File: src/rtl/ula_sequencer.sv
// ula_sequencer
//
// Instruction-issuing front end for the ula arithmetic unit. Packed
// instructions {opcode, operand1, operand2} are accepted over a valid/ready
// handshake into a small FIFO. Each instruction is presented to the ula,
// held for SETTLE_CYCLES cycles, captured with a one-cycle ula_grab strobe
// and returned over a second valid/ready handshake. A divide by zero is
// answered directly with res_error = 1 and never reaches the ula.
//
// Parameters:
//   FIFO_DEPTH     instruction FIFO entries (power of two, 2..16)
//   SETTLE_CYCLES  cycles operands are held before the grab pulse (1..15)
//   DIV_OPCODE     opcode trapped when operand2 == 0
//
// Ports:
//   clock          rising-edge clock
//   reset          synchronous, active-low
//   instr_valid    instruction offered
//   instr_ready    FIFO can accept (not full, and out of reset)
//   instr_data     [11:8] opcode, [7:4] operand1, [3:0] operand2
//   ula_operando1  operand1 to ula
//   ula_operando2  operand2 to ula
//   ula_opcode     opcode to ula
//   ula_grab       one-cycle capture strobe to ula
//   ula_result     ula result (combinational from the ula_* outputs)
//   res_valid      result available
//   res_ready      consumer accepts result
//   res_data       captured result
//   res_error      result was a trapped divide-by-zero
//   busy           FSM not idle or FIFO non-empty

module ula_sequencer #(
    parameter int unsigned FIFO_DEPTH    = 4,
    parameter int unsigned SETTLE_CYCLES = 1,
    parameter logic [3:0]  DIV_OPCODE    = 4'd3
) (
    input  logic        clock,
    input  logic        reset,
    input  logic        instr_valid,
    output logic        instr_ready,
    input  logic [11:0] instr_data,
    output logic [3:0]  ula_operando1,
    output logic [3:0]  ula_operando2,
    output logic [3:0]  ula_opcode,
    output logic        ula_grab,
    input  logic [7:0]  ula_result,
    output logic        res_valid,
    input  logic        res_ready,
    output logic [7:0]  res_data,
    output logic        res_error,
    output logic        busy
);

    localparam int unsigned PW = (FIFO_DEPTH > 1) ? $clog2(FIFO_DEPTH) : 1;
    localparam int unsigned CW = $clog2(FIFO_DEPTH + 1);

    typedef enum logic [1:0] {
        IDLE,
        ISSUE,
        GRAB,
        OUTPUT
    } state_t;

    // ------------------------------------------------------------------
    // Instruction FIFO
    // ------------------------------------------------------------------
    logic [11:0]   mem [FIFO_DEPTH];
    logic [PW-1:0] wr_ptr;
    logic [PW-1:0] rd_ptr;
    logic [CW-1:0] count;
    logic          full;
    logic          empty;
    logic          push;
    logic          pop;
    logic          rdy_en;

    state_t        state;
    logic [3:0]    settle_cnt;

    logic [11:0]   head;
    logic [3:0]    head_opcode;
    logic [3:0]    head_op1;
    logic [3:0]    head_op2;
    logic          head_trap;

    assign full  = (count == CW'(FIFO_DEPTH));
    assign empty = (count == '0);

    // rdy_en keeps instr_ready low for every cycle that reset was sampled low,
    // even though the FIFO itself is empty then.
    assign instr_ready = rdy_en && !full;

    // instr_ready already excludes full, so a push is refused while full
    // even when a pop happens in the same cycle.
    assign push = instr_valid && instr_ready;
    assign pop  = (state == IDLE) && !empty;

    assign head        = mem[rd_ptr];
    assign head_opcode = head[11:8];
    assign head_op1    = head[7:4];
    assign head_op2    = head[3:0];
    assign head_trap   = (head_opcode == DIV_OPCODE) && (head_op2 == 4'd0);

    assign busy = (state != IDLE) || !empty;

    always_ff @(posedge clock) begin
        if (!reset) begin
            rdy_en <= 1'b0;
        end else begin
            rdy_en <= 1'b1;
        end
    end

    // Storage carries no reset; the count and pointers alone define contents.
    always_ff @(posedge clock) begin
        if (push) begin
            mem[wr_ptr] <= instr_data;
        end
    end

    always_ff @(posedge clock) begin
        if (!reset) begin
            wr_ptr <= '0;
            rd_ptr <= '0;
            count  <= '0;
        end else begin
            if (push) begin
                wr_ptr <= wr_ptr + 1'b1;
            end
            if (pop) begin
                rd_ptr <= rd_ptr + 1'b1;
            end
            count <= count + CW'(push) - CW'(pop);
        end
    end

    // ------------------------------------------------------------------
    // Issue FSM, all outputs registered
    // ------------------------------------------------------------------
    always_ff @(posedge clock) begin
        if (!reset) begin
            state         <= IDLE;
            settle_cnt    <= '0;
            ula_operando1 <= '0;
            ula_operando2 <= '0;
            ula_opcode    <= '0;
            ula_grab      <= 1'b0;
            res_valid     <= 1'b0;
            res_data      <= '0;
            res_error     <= 1'b0;
        end else begin
            ula_grab <= 1'b0;
            case (state)
                IDLE: begin
                    if (!empty) begin
                        if (head_trap) begin
                            res_data  <= '0;
                            res_error <= 1'b1;
                            res_valid <= 1'b1;
                            state     <= OUTPUT;
                        end else begin
                            ula_opcode    <= head_opcode;
                            ula_operando1 <= head_op1;
                            ula_operando2 <= head_op2;
                            settle_cnt    <= 4'(SETTLE_CYCLES);
                            state         <= ISSUE;
                        end
                    end
                end

                ISSUE: begin
                    settle_cnt <= settle_cnt - 4'd1;
                    if (settle_cnt <= 4'd1) begin
                        ula_grab <= 1'b1;
                        state    <= GRAB;
                    end
                end

                GRAB: begin
                    res_data  <= ula_result;
                    res_error <= 1'b0;
                    res_valid <= 1'b1;
                    state     <= OUTPUT;
                end

                OUTPUT: begin
                    if (res_ready) begin
                        res_valid <= 1'b0;
                        state     <= IDLE;
                    end
                end

                default: begin
                    state <= IDLE;
                end
            endcase
        end
    end

endmodule
File: config.mk
export PLATFORM = sky130hd
export DESIGN_NAME = ula_sequencer
export DESIGN_NICKNAME = d
export VERILOG_FILES = /design/src/rtl/ula_sequencer.sv
export SDC_FILE = /design/constraint.sdc
export NUM_CORES = 1
export LEC_CHECK = 0
export ABC_AREA = 1
export CORE_MARGIN = 10
export CORE_UTILIZATION = 59
export CTS_CLUSTER_DIAMETER = 120
export DETAILED_ROUTE_END_ITERATION = 10
export GPL_ROUTABILITY_DRIVEN = 0
export HOLD_SLACK_MARGIN = 0.06
export PLACE_DENSITY = 0.95
export SLEW_MARGIN = 10
export SYNTH_ARGS = -nofsm -noshare
export SYNTH_HDL_FRONTEND = slang
export SYNTH_SLANG_ARGS = --single-unit
export TNS_END_PERCENT = 50
File: constraint.sdc
create_clock -name clock -period 5.45 [get_ports clock]
set_input_delay 1.09 -clock clock [delete_from_list [all_inputs] [get_ports clock]]
set_output_delay 1.09 -clock clock [all_outputs]
set_load 0.01 [all_outputs]
==> flow_summary_export.csv <==
group,metric,value,unit
detailed_routing,wirelength,8300,um
timing,worst_hold_slack,468,ps
clock_tree,cts_root_buf,"clkbuf_8",
synth,avgSynthCellArea,9.85,um2
synth,dominantRegCellSynth,"edfxtp_1",
detailed_routing,via_per_inst,5.51,
floorplanning,die_w,99.3,um
place,port-buffer-count,48,
floorplanning,io_pins,49,
final_layout,layout_commonest_cell,"nand2_1",
final_layout,synthToLayoutAreaGrowth,18.3,%
setup_path,critPathMaxFanout,5,
detailed_routing,drt_first_pass_iters,4,
place,hpwlAfterDp,5390,um
synth,synth.ff_latch_count,87,
timing,finalCritPeriodShare,0.546,
min_path,min_path_type,"reg -> reg",
detailed_routing,via_count,2773,
timing,setup_viol,0,
floorplanning,rows,28,
synth,async_flop_share,0,
setup_path,worstSetupEndpointType,"primary output",
clock_tree,cts_resized,0,
final_layout,design_area,4390,um2
synth,synth_area,3710,um2
final_layout,finalNetCount,462,
clock_tree,tritoncts.num_buffers,9,
global_route,grtUsageMet2,0.297,
floorplanning,coreArea,6030,um2
floorplanning,start_util,0.616,
detailed_routing,initialDrtViolationCount,216,
synth,yosys_warnings,0,
floorplanning,die_height,99.3,um
final_layout,diodes,0,
synth,yosys.area_share.adder,0.0526,
timing,tns,0,ps
final_layout,layout-drive-gt1-share,0.0607,
timing,slew_headroom,0.217,
detailed_routing,drc,0,
timing,finClkSkew,9.51,ps
run,cap_violations,0,
pwr,vdd_drop_max,0.264,mV
setup_path,crit_required,4360,ps
synth,synth_top_family_by_area,"simple AND/OR/NAND/NOR gates",
final_layout,final_cell_mix,"nand2_1, clkdlybuf4s50_1, edfxtp_1, nor2_1, dfxtp_1",
detailed_routing,routedWlPerCell,16.5,um
global_route,grt_pass1_wl,13300,um
global_route,met3_usage,0.0540,
outcome,status,"finished, final reports clean",
pwr,p_per_area,502,nW/um2
timing,rsz0062_at_grt,"false",
clock_tree,clock_latency,360,ps
clock_tree,cts.sinks,87,
clock_tree,path_clk_slew,80,ps
global_route,gr-usage-all-layers,0.170,
clock_tree,cts_hold_buf,0,
synth,seq_area_frac_synth,0.599,
timing,slew_viol_final,0,
min_path,holdPathStages,2,
clock_tree,cts_tree,"built",
timing,finalHoldViolCount,0,
detailed_routing,drtAntennaViolNets,0,
synth,synthMuxAreaShare,0,
place,placed_cells,487,
setup_path,crit_type,"reg -> out",
global_route,grt_overflow,0,
setup_path,start_kind,"register",
synth,synthCells,377,
synth,yosys.area_share.simple,0.201,
timing,min_period,2980,ps
final_layout,fin_cells,503,
synth,synthXorXnorAreaFrac,0.00472,
clock_tree,clock_path_buffers,2,
timing,fmax,336,MHz
global_route,antenna_found_initial,0,
pwr,p_leak,0.00174,uW
synth,synth_compound_area_frac,0.0795,
global_route,grt_max_degree,30,
synth,synthDistinctLibCells,31,
global_route,grt_busiest_layer,"met2",
floorplanning,dieArea,9860,um2
synth,synth-edff-count,48,
clock_tree,htree_levels,3,
clock_tree,post_cts_buffers,0,
global_route,grt_pass1_vias,2865,
timing,worstMarginPinSlew,1170,ps
synth,syn_nets,416,
place,post_dp_cell_area,4190,um2
setup_path,worstPathArrival,1890,ps
setup_path,reg2reg_depth,12,
global_route,grtUsageMet1,0.180,
[routing by layer]
layer  vias up  part of all wire
met4         0             0.029
li1       1330                 -
met5         -                 0
met3        22             0.067
met1      1298              0.37
met2       123              0.53
[report_power, final]
group | total [uW] | switching, uW | internal (uW)
Sequential | 918 | 108 | 810
Clock | 449 | 226 | 223
Combinational | 836 | 501 | 335
[worst paths after layout]
| kind | startpoint | endpoint | slack (ps) |
|---|---|---|---|
| max | count[1]$_SDFF_PN0_ | busy | 2470 |
| max reg2reg | state[1]$_SDFFE_PN0P_ | count[2]$_SDFF_PN0_ | 2680 |
| min reg2reg | ula_opcode[0]$_SDFFE_PN0P_ | ula_opcode[0]$_SDFFE_PN0P_ | 470 |
| min | ula_opcode[0]$_SDFFE_PN0P_ | ula_opcode[0]$_SDFFE_PN0P_ | 470 |
[Yosys cell counts, types with 2 or more instances]
cell type  count  area (um2)
dfxtp_1       39         781
inv_1         34         128
nand3_1       23         115
a22oi_1        4        30.0
nand2_4        2        22.5
nor2_4         2        22.5
a31oi_1        2        12.5
buf_6          4        45.0
buf_2          4        20.0
clkbuf_1       4        15.0
nor3_1         3        15.0
o22ai_1        4        25.0
nand2_2        2        12.5
edfxtp_1      48        1440
o21ai_0       22         110
nor2_1        39         146
nand3b_1       4        30.0
nand2_1       90         338
a21oi_1       22         110
ha_1          14         175
[critical path, cell delays in order (launching register included)]
cell             delay (ps)
dfxtp_1                 370
nor3_1                  460
nand2_1                 160
clkdlybuf4s50_1         530
[final cells by class]
cell class | count | area (um2)
Clock buffer | 11 | 141
Clock inverter | 5 | 57.6
Fill cell | 395 | 1640
Inverter | 37 | 141
Multi-Input combinational cell | 240 | 1250
Sequential cell | 87 | 2220
Tap cell | 75 | 93.8
Timing Repair Buffer | 48 | 480
[flip-flops by register name (all words and copies together) (netlist names), named ones only]
name	count
state	2
ula_grab	1
wr_ptr	2
settle_cnt	4
ula_operando1	4
res_data	8
ula_opcode	4
count	3
res_error	1
res_valid	1
mem	48
rdy_en	1
ula_operando2	4
rd_ptr	2
[cell families (layout without fill, tap and decap cells)]
logic type | after synthesis | count (layout)
buffers and inverters | 50 | 101
DFF | 87 | 87
AOI/OAI and AO/OA | 55 | 55
xor gates and xnor gates | 2 | 2
and+or+nand+nor | 168 | 168
adders and majority gates | 15 | 15
[stage by stage]
| step | util | worst slack [ps] | power (uW) |
|---|---|---|---|
| after floorplan | - | 2870 | 1480 |
| after global placement | 0.696 | 2350 | 1700 |
| after global routing | 0.729 | 2400 | 2350 |
| after CTS | 0.729 | 2520 | 2200 |
| after detailed placement | 0.696 | 2270 | 1750 |
| final | 0.729 | 2470 | 2200 |
No activity file was read; power rests on OpenSTA's default activity.
